File: src/rtl/serial_fs.sv
// Bit-serial full subtractor: diff = a - b - bin, one bit per clock, LSB first.
// Operands load on start; result and borrow-out are held until the next completion.
module serial_fs #(
    parameter int unsigned WIDTH = 8
) (
    input  logic             clk,
    input  logic             rst_n,
    input  logic             start,
    input  logic [WIDTH-1:0] a,
    input  logic [WIDTH-1:0] b,
    input  logic             bin,
    output logic             busy,
    output logic             done,
    output logic [WIDTH-1:0] diff,
    output logic             bout
);

    localparam int unsigned CW = $clog2(WIDTH + 1);
    localparam logic [CW-1:0] LastCnt = CW'(WIDTH - 1);

    typedef enum logic [1:0] {StIdle, StRun, StDone} state_t;

    state_t            state_q, state_d;
    logic [WIDTH-1:0]  a_q, a_d, b_q, b_d, res_q, res_d, diff_q, diff_d;
    logic [CW-1:0]     cnt_q, cnt_d;
    logic              br_q, br_d, bout_q, bout_d, busy_q, busy_d, done_q, done_d;

    logic              ai, bi, dbit, br_next;
    logic [WIDTH-1:0]  res_next;

    // One full-subtractor cell shared across all bit positions.
    assign ai       = a_q[0];
    assign bi       = b_q[0];
    assign dbit     = ai ^ bi ^ br_q;
    assign br_next  = (~ai & bi) | (~(ai ^ bi) & br_q);
    assign res_next = (res_q >> 1) | (WIDTH'(dbit) << (WIDTH - 1));

    always_comb begin
        state_d = state_q;
        a_d     = a_q;
        b_d     = b_q;
        res_d   = res_q;
        br_d    = br_q;
        cnt_d   = cnt_q;
        diff_d  = diff_q;
        bout_d  = bout_q;
        busy_d  = 1'b0;
        done_d  = 1'b0;
        unique case (state_q)
            StIdle, StDone: begin
                if (start) begin
                    a_d     = a;
                    b_d     = b;
                    br_d    = bin;
                    cnt_d   = '0;
                    busy_d  = 1'b1;
                    state_d = StRun;
                end else begin
                    state_d = StIdle;
                end
            end
            StRun: begin
                a_d    = a_q >> 1;
                b_d    = b_q >> 1;
                res_d  = res_next;
                br_d   = br_next;
                cnt_d  = cnt_q + 1'b1;
                busy_d = 1'b1;
                if (cnt_q == LastCnt) begin
                    diff_d  = res_next;
                    bout_d  = br_next;
                    busy_d  = 1'b0;
                    done_d  = 1'b1;
                    state_d = StDone;
                end
            end
            default: state_d = StIdle;
        endcase
    end

    always_ff @(posedge clk) begin
        if (!rst_n) begin
            state_q <= StIdle;
            a_q     <= '0;
            b_q     <= '0;
            res_q   <= '0;
            br_q    <= 1'b0;
            cnt_q   <= '0;
            diff_q  <= '0;
            bout_q  <= 1'b0;
            busy_q  <= 1'b0;
            done_q  <= 1'b0;
        end else begin
            state_q <= state_d;
            a_q     <= a_d;
            b_q     <= b_d;
            res_q   <= res_d;
            br_q    <= br_d;
            cnt_q   <= cnt_d;
            diff_q  <= diff_d;
            bout_q  <= bout_d;
            busy_q  <= busy_d;
            done_q  <= done_d;
        end
    end

    assign busy = busy_q;
    assign done = done_q;
    assign diff = diff_q;
    assign bout = bout_q;

endmodule

File: config.mk
export PLATFORM = sky130hd
export DESIGN_NAME = serial_fs
export DESIGN_NICKNAME = d
export VERILOG_FILES = /design/src/rtl/serial_fs.sv
export SDC_FILE = /design/constraint.sdc
export NUM_CORES = 1
export LEC_CHECK = 0
export CAP_MARGIN = 20
export CORE_UTILIZATION = 40
export DETAILED_ROUTE_END_ITERATION = 10
export PLACE_DENSITY = 0.68
export SKIP_CTS_REPAIR_TIMING = 1
export SKIP_LAST_GASP = 1
export SYNTH_ARGS = -nofsm -noshare
export SYNTH_HDL_FRONTEND = slang
export SYNTH_SLANG_ARGS = --single-unit
File: constraint.sdc
create_clock -name clk -period 1.75 [get_ports clk]
set_input_delay 0.35 -clock clk [delete_from_list [all_inputs] [get_ports clk]]
set_output_delay 0.35 -clock clk [all_outputs]
set_load 0.005 [all_outputs]
# ---- Yosys cells after proc, flatten, opt, wreduce, memory -nomap -nowiden
# Cells that the tools add are included.
dict set report totals {
  inputBits 20
  elab_cells 45
  regBits 42
  output_inout_bits 11
}
dict set report classes {
  n_bitwise 8
  add_sub_neg 1
  eq_ne 5
  reduce_logical 6
  muxes 15
}
# operator count
set ops {}
lappend ops {{case mux 8 bit (2 select lines)} 2}
lappend ops {{two-way mux 8 bit} 2}
lappend ops {{OR 7 x 8 -> 8 bit} 1}
lappend ops {{case mux 4 bit (2 select lines)} 1}
lappend ops {{AND reduction 2 bit} 3}
lappend ops {{two-way mux 1 bit} 5}
lappend ops {{adder 4 x 1 -> 4 bit (second input constant)} 1}
lappend ops {{equality test 4 x 3 -> 1 bit (second input constant)} 1}
lappend ops {{two-way mux 4 bit} 1}
lappend ops {{inequality test 2 bit (second input constant)} 2}
lappend ops {{case mux 1 bit (2 select lines)} 2}
lappend ops {{case mux 2 bit (2 select lines)} 1}
lappend ops {{AND 1 bit} 2}
lappend ops {{equality test 2 x 1 -> 1 bit (second input constant)} 1}
lappend ops {{equality test 2 bit (second input constant)} 1}
lappend ops {{zero test 2 bit} 1}
lappend ops {{two-way mux 2 bit} 1}
lappend ops {{NOT 1 bit} 2}
lappend ops {{nonzero test 2 bit} 1}
lappend ops {{OR reduction 2 bit} 1}
lappend ops {{XOR 1 bit} 2}
lappend ops {{OR 1 bit} 1}

# ---- Longest topological paths before layout
# Gate-level depths: netlist (run 1).
dict set report logic_depth {
  word_depth 5
  mapped_depth 5
  depth_no_buf 4
}

# ---- Least setup slack after synthesis (run 1)
# OpenSTA, ideal clock, no wires.
dict set report synth_timing {
  path_type {register to register}
  from {reg state_q[1]}
  to {reg bout_q (netlist: bout)}
  synth_period_minus_slack_ns 1.183
  setup_slack_ns 0.567
  arrival_time_ns 1.111
  path_stages_with_launch 6
  required_ns 1.678
  setup_ns 0.072
  path_cell_list {dfxtp_1 > and2b_1 > buf_6 > and4_4 > buf_6 > mux2i_1}
}
dict set report synth_between {
  elab_chain_cells 2
}
# item line_no
set synth_lines {}
lappend synth_lines {{start: declaration} 23} ;# state_t state_q, state_d;
lappend synth_lines {{start signal: assignment} 83} ;# state_q <= StIdle;
lappend synth_lines {{start signal: assignment} 94} ;# state_q <= state_d;
lappend synth_lines {{equality test 2 x 1 -> 1 bit} 49} ;# unique case (state_q)
lappend synth_lines {{AND reduction 2 bit (no line)} --}
lappend synth_lines {{end signal: assignment} 101} ;# bout_q <= bout_d;
lappend synth_lines {{end: declaration} 26} ;# logic br_q, br_d, bout_q, bout_d, busy_q, busy_d, done_q, done_d;
# No other way between the ends.
# A chain may end at the register's enable or synchronous reset.

# ---- Worst setup path after layout (run 1)
dict set report layout_timing {
  from {reg diff_q[1] (netlist: diff[1])}
  to {out diff[1]}
}
# item line_no
set layout_lines {}
lappend layout_lines {{start: declaration} 24} ;# logic [WIDTH-1:0] a_q, a_d, b_q, b_d, res_q, res_d, diff_q, diff_d;
lappend layout_lines {{start signal: assignment} 100} ;# diff_q <= diff_d;
lappend layout_lines {{end: declaration} 14} ;# output logic [WIDTH-1:0] diff,
# No word-level cell between the ends.

==> run summary, run 1 <==
After layout, the minimum clock period comes to 1.48 ns. The transition time of the tightest slew-check pin came out at around 0.46 ns. Clock-pin slew was measured on the worst setup and hold paths at roughly 0.070 ns. Summed over all instances, the cell type with the most area after synthesis is dfxtp_1.

The total inserted antenna cells came out at 0. The TritonCTS clock tree is yes. The critical path is of the reg2out type. The die width is 66.1 um. The number of setup violations in the final report is 0. The global placer's final weighted congestion came out at 0.763. The total iterations of the first detailed-routing run is 4.

The static leakage is roughly 0.72 nW. The net switching power is roughly 440 uW. The number of rows in the core area is 22. The first-pass GRT wire length came out at 5580 um. The synthesized instance count is between 150 and 200.

The detailed-route wire length per cell came out at between 10 and 15 um. The average via count per standard cell is between 5 and 6. The count of final hold-check violations came to 0. The share of the clock period used by the worst path came out at 84.5%. Of the total power, the share spent switching nets is 23.7%. The flip-flop cell with the highest count after synthesis is dfxtp_1. Dividing total power by cell area gives a power density of 904 mW/mm^2.

The timing-limited maximum frequency came out at between 600 and 700 MHz. The number of flops mapped to enable cells by yosys came out at 0. The share of synthesized area occupied by flip-flops and latches is ~50%. The met2 wire length is about 1600 um. The total DRC errors in the routed layout is 0. The slowest stage of the critical path is the clkdlybuf4s50_1 cell. The effective utilization at floorplan came out at between 40% and 50%. The number of distinct library cells after synthesis is 24. The area added between synthesis and finish came out at 26.1%. The number of port buffers is 30. The placed instances occupy a cell area of just under 0.002 mm^2. The data arrival time at the worst-slack endpoint came out at 1.13 ns. Routed signal wires occupy layers up through met4. The TritonCTS buffer count is 5. Wire segments on met3 add up to slightly below 200 um in the final route. The final setup TNS is 0 ns.

From bottom edge to top edge, the die measures around 66 um. Global routing used 16.8% of the available tracks across all layers. The sink count of the clock tree came out at slightly above 40. The maximum single-stage delay on the critical path came out at 0.51 ns. The estimated wirelength of the detail-placed design is 2290 um.

The routed length on met1 came out at approximately 1500 um. In this run the tightest slew margin relative to its limit is 69.2%. By area the synthesized netlist is led by dfxtp_1 (50%), a21oi_1 (8.2%), nand2_1 (8.0%). The final standard cell area without fillers came out at 0.00207 mm^2. In this run the clock root is driven by a clkbuf_8. The worst clock skew came out at between 0.0015 and 0.002 ns. The count of state elements after synthesis is 41. The full die area is 0.00437 mm^2. The leftover overflow at the end of global routing is 0.

The standard cell core area came out at around 0.0038 mm^2. The total number of vias is 1401. The initial antenna violation count came out at 0. The clock passes through at most 2 buffers. The synthesized area per cell is between 8 and 9 um^2. The critical path goes through clkdlybuf4s50_1. The number of violations of the max-capacitance limit came out at 0. STA classifies the critical path startpoint as a flip-flop.

The highest net fanout along the worst path is 2. The number of pins exceeding their max-slew limit in the final report was 0. Yosys printed 0 warnings.

The violation count after the first detailed-route iteration came out at 85. The sort of element at the end of the critical path is an output port. The synthesized netlist occupies a cell area of between 0.0015 and 0.002 mm^2.

The most common cell in the synthesized netlist is dfxtp_1. The maximum number of pins on one net before global-route repair is 28. The via count of the first global-routing pass is approximately 1300.

IR analysis of the VDD net gives a maximum drop of ~0.00039 V. The overall routed net length came out at about 3400 um. The share of total power dissipated in combinational logic is 11.6%. Setup repair after global routing left no endpoint under its margin. The post-detailed-route count of antenna-violating nets came out at 0. The overall power after layout is approximately 1.9 mW. Ranked by instance count, the synthesized netlist is headed by dfxtp_1 (41), nand2_1 (35), a21oi_1 (27). The sequential fraction of design power came out at a little over half. The number of placed I/O pins came out at 31. Of all flip-flops after synthesis, the portion carrying an async set or reset was 0%. The net count reported at finish is roughly 240. When the netlist entered floorplanning its net count stood at about 210. The flow ran to the end, and the final reports show no timing, DRC or antenna violations. The area share of the largest cell type after synthesis is between 40 and 50%. The later-pin clock latency in the skew report is approximately 0.28 ns. The fraction of layout cells with a size suffix above 1 is 8.41%. On the critical path the largest part of the delay comes from buffers and inverters.

The count of H-tree levels built during CTS is 2. The tightest min-delay check is of the reg2reg type. In this run, the clock network consumes a little over a third of the power. The internal cell power is ~1.4 mW. The number of buffer and inverter stages on the critical path came out at 1. Data on the critical path is required at its endpoint by approximately 1.4 ns.
-- cells by family (layout without fill, tap and decap cells) --
| kind of cell | count (synthesis) | after routing | synth area share, % |
|---|---|---|---|
| flip-flops | 41 | 41 | 50.0 |
| AND/OR/NAND/NOR | 65 | 65 | 18.3 |
| AO/OA/AOI/OAI | 46 | 46 | 16.9 |
| multiplexers | 11 | 11 | 6.78 |
| adder cells (fa/ha/maj) | 2 | 2 | 1.98 |
| buffers and inverters | 20 | 49 | 6.09 |
-- flip-flops by register name, summed over array words and instances (netlist names) --
signal   cells
br_q         1
b_q          8
done         1
diff         8
cnt_q        4
a_q          8
busy         1
bout         1
res_q        7
state_q      2
-- cells in the final DEF, fill, tap and decap left out, drive strengths merged, types with 7 or more instances in the layout --
master / n
a22oi: 14
dfxtp: 41
nand3: 20
buf: 7
nand2: 35
mux2i: 10
clkbuf: 7
clkdlybuf4s50: 30
a21oi: 27
-- per-layer routing --
metal	vias to the layer above	track usage, %
met5	-	0
met4	0	7.98
met3	6	4.31
met2	44	27.4
met1	656	20.4
li1	695	-
-- final timing paths --
kind	startpoint	end	slack (ns)	depth (start not counted)
setup / recovery	diff[1]	diff[1]	0.27	1
hold reg to reg	diff[2]	diff[2]	0.46	2
hold / removal	diff[2]	diff[2]	0.46	2
setup reg to reg	cnt_q[0]	diff[6]	0.49	3
-- metrics by stage --
stage / util (%) / instances / setup slack [ns] / hold WS [ns]
2_1_floorplan: - / 185 / 0.567 / 0.437
3_3_place_gp: 51.9 / 254 / 0.178 / 0.441
3_5_place_dp: 51.9 / 254 / 0.130 / 0.453
4_1_cts: 54.5 / 262 / 0.259 / 0.463
5_1_grt: 54.5 / 262 / 0.217 / 0.487
6_report: 54.5 / 262 / 0.272 / 0.457
-- area by class of cell --
class,instances,area (um^2)
multi-input combinational,124,722
tap,48,60.1
timing repair buffer,37,353
inverter,4,15.0
fill,347,1730
clock inverter,1,5.00
sequential,41,821
clock buffer,7,96.3
-- power groups by stage --
stage	registers, mW	logic [mW]	clock network [mW]
global route	0.995	0.236	0.725
detailed placement	1.01	0.216	0
global placement	1.01	0.212	0
CTS	0.990	0.217	0.677
floorplan	1.01	0.137	0
finish	0.990	0.217	0.666
Power figures use the tool's default switching activity.
==> run 2, diff against run 1 <==
==> constraint.sdc (replaced) <==
create_clock -name clk -period 1.4 [get_ports clk]
set_input_delay 0.28 -clock clk [delete_from_list [all_inputs] [get_ports clk]]
set_output_delay 0.28 -clock clk [all_outputs]
set_load 0.005 [all_outputs]
==> run 2 against run 1 <==
Against the previous run: clock-buffer cell count is the same; cell count rose by 0.76%; via count shrank 0.36%; critical path type is now reg2reg; setup slack lost 0.17 ns; combinational power is 35% higher; worst hold slack worse by 0.0048 ns; register-to-register slack lost 0.39 ns; sequential power grew 25%; critical path depth is 2 higher; first-iteration DRC count increased by 8.2%.
==> run summary, run 2 (synthesis results as in run 1) <==
The violation count after the first detailed-route iteration was 92 (+8.2%). The number of violations of the max-capacitance limit came out at 0 (unchanged). The area taken by multi-input logic gates came out at 724 um^2 (+0.35%).

The cell area power density came to 1160 mW/mm^2 (+28%). The area added between synthesis and finish is 31.8%. The number of placed I/O pins came out at 31 (unchanged). Leaving out fill and tap cells, the most frequent cells in the layout are nand2_1 (35), dfxtp_1 (35), a21oi_1 (27), nand3_1 (20), clkdlybuf4s50_1 (19).

The count of H-tree levels built during CTS came out at 2 (unchanged). The number of instances on the worst hold path is 2 (unchanged). The die outline height is 66.1 um (unchanged). Setup repair after global routing left no endpoint under its margin. The run finished with clean final reports. The maximum clock insertion buffer count came to 2 (unchanged). In this run the critical register-to-register path is captured at diff[1]. The endpoint required time on the critical path came out at 1.61 ns (+0.21 ns). The highest net fanout along the worst path is 11 (+9). The average via count per standard cell was 5.29 (-1.1%). The net count reported at finish is 237 (+0.85%). The number of pins exceeding their max-slew limit in the final report came out at 0 (unchanged). The number of inserted filler cells in the final layout came out at 353 (+1.7%).

The transition time of the tightest slew-check pin came out at 0.452 ns (-0.00994 ns). The worst min-delay path startpoint is diff[3]. The overall power after layout is 2.50 mW (+34%). The signal on the critical path passes through ha_1 > and4_4 > mux2i_1. The sink count of the clock tree came out at 41 (unchanged). The die width is 66.1 um (unchanged). The maximum single-stage delay on the critical path came out at 0.37 ns (-0.14 ns). The end point of the most critical hold path is diff[3]. The estimated wirelength of the detail-placed design came out at 2430 um (+5.8%). The total number of vias came out at 1396 (-0.36%).

The global placer's final weighted congestion came out at 0.774 (+1.4%). The full die area is 0.00437 mm^2 (unchanged). The root buffer cell chosen for the clock tree is clkbuf_8. The effective utilization at floorplan came out at 43.2% (unchanged). The path class of the tightest hold or removal check is reg2reg.

The setup slack at placement is -0.223 ns (-0.353 ns). The worst setup path is captured at a flip-flop. The detailed-route wire length per cell is 13.5 um (+4.1%).

The via count of the first global-routing pass is 1237 (-6.9%). The leftover overflow at the end of global routing was 0 (unchanged). The total iterations of the first detailed-routing run is 7 (+3).

The total inserted antenna cells is 0 (unchanged). The worst-case setup margin in the final layout came to 0.104 ns (-0.168 ns). The standard cell core area is 0.00380 mm^2 (unchanged). The number of cells traversed by the worst register-to-register path was 3 (unchanged). The worst setup path is launched from a flip-flop.

The placed cell count came out at 256 (+0.79%). The final worst hold slack came out at 0.453 ns (-0.00478 ns). The overall routed net length is 3560 um (+4.9%). The clock-pin slew reported for the worst setup and hold paths after clock tree synthesis came out at 0.08 ns (about the same).

The first-pass GRT wire length is 5660 um (+1.5%). The maximum number of pins on one net before global-route repair came to 28 (unchanged). The worst register-to-register path begins at cnt_q[0].

The critical path is of the reg2reg type. The initial antenna violation count came out at 0 (unchanged). The TritonCTS buffer count was 5 (unchanged).

The sequential cell area came out at 828 um^2 (+0.91%). The post-detailed-route count of antenna-violating nets is 0 (unchanged). TritonCTS built the clock tree. The later-pin clock latency in the skew report is 0.29 ns (about the same). The number of setup violations in the final report is 0 (unchanged). The number of port buffers came out at 30 (unchanged). The minimum period implied by the final worst setup slack came out at 1.30 ns.

The number of standard cells in the final layout excluding fillers is 264 (+0.76%). The worst path uses between 90% and 100% of the clock period. The count of final hold-check violations is 0 (unchanged).

The worst slew margin relative to its limit was 69.9% (+0.66 points). The number of rows in the core area came out at 22 (unchanged). The data arrival time at the worst-slack endpoint came out at 1.51 ns (+0.38 ns). The timing-limited maximum frequency is approximately 770 MHz. The static leakage came out at 0.946 nW (+32%). The slowest stage of the critical path is the dfxtp_1 cell.

The worst clock skew is 0.00613 ns (+0.00425 ns). The peak supply drop is 0.000522 V (+34%). The total routing usage reported by global routing came out at 17.6% (+0.82 points).

The total DRC errors in the routed layout is 0 (unchanged). The worst setup slack for register-to-register paths came out at 0.10 ns (-0.39 ns). The fraction of layout cells with a size suffix above 1 came out at 12.0% (+3.6 points).
[run 2: changes by cell type in the layout (fill, tap and decap cells not counted)]
cell             change
clkdlybuf4s50_1     -11
clkinv_2             -1
nor2b_2              +1
dfxtp_2              +6
dfxtp_1              -6
nor2b_1              -1
dlymetal6s2s_1      +11
clkbuf_8             -1
clkbuf_1             +1
bufinv_16            +1
buf_12               +2
[run 2: worst max-delay path by stage]
| stage | to | from |
|---|---|---|
| global placement | b_q[5] | start |
| floorplan | bout | state_q[1] |
| global route | cnt_q[3] | state_q[0] |
| detailed placement | b_q[6] | start |
| CTS | diff[1] | diff[1] |
| finish | diff[1] | cnt_q[0] |
[run 2: cell type report]
type                       count  area share [%]
clock buffer                   7            3.99
clock inverter                 1            1.39
inverter                       4           0.694
multi-input combinational    124            33.5
sequential                    41            38.3
tap                           48            2.77
timing repair buffer          39            19.4
[run 2: per-layer routing]
metal | routed length (um) | track usage [%] | vias up | share of wire, %
met4 | 64 | 7.98 | 0 | 1.8
met5 | 0 | 0 | - | 0
met2 | 1730 | 28.6 | 26 | 49
met3 | 150 | 5.52 | 5 | 4.2
met1 | 1610 | 21.1 | 668 | 45
li1 | - | - | 697 | -
[run 2: power by group]
group	internal, mW	leakage (nW)	switching (mW)
Combinational	0.146	0.550	0.146
Clock	0.581	0.0585	0.392
Sequential	1.21	0.337	0.0271
Total	1.94	0.946	0.564
[run 2: through the flow]
stage	area (um^2)	setup TNS, ns	util (%)
after global routing	2160	0	57.0
final	2160	0	57.0
after global placement	2010	-2.04	52.9
after detailed placement	2010	-2.88	52.9
after CTS	2130	-0.0984	56.0
after floorplan	1640	0	-
[run 2: worst max-delay path: cells and delay by family (launching register included)]
kind	cells	cell delay, ns
multiplexers	1	0.23
flip-flops	1	0.37
adder cells (fa/ha/maj)	1	0.24
AND/OR/NAND/NOR	1	0.37
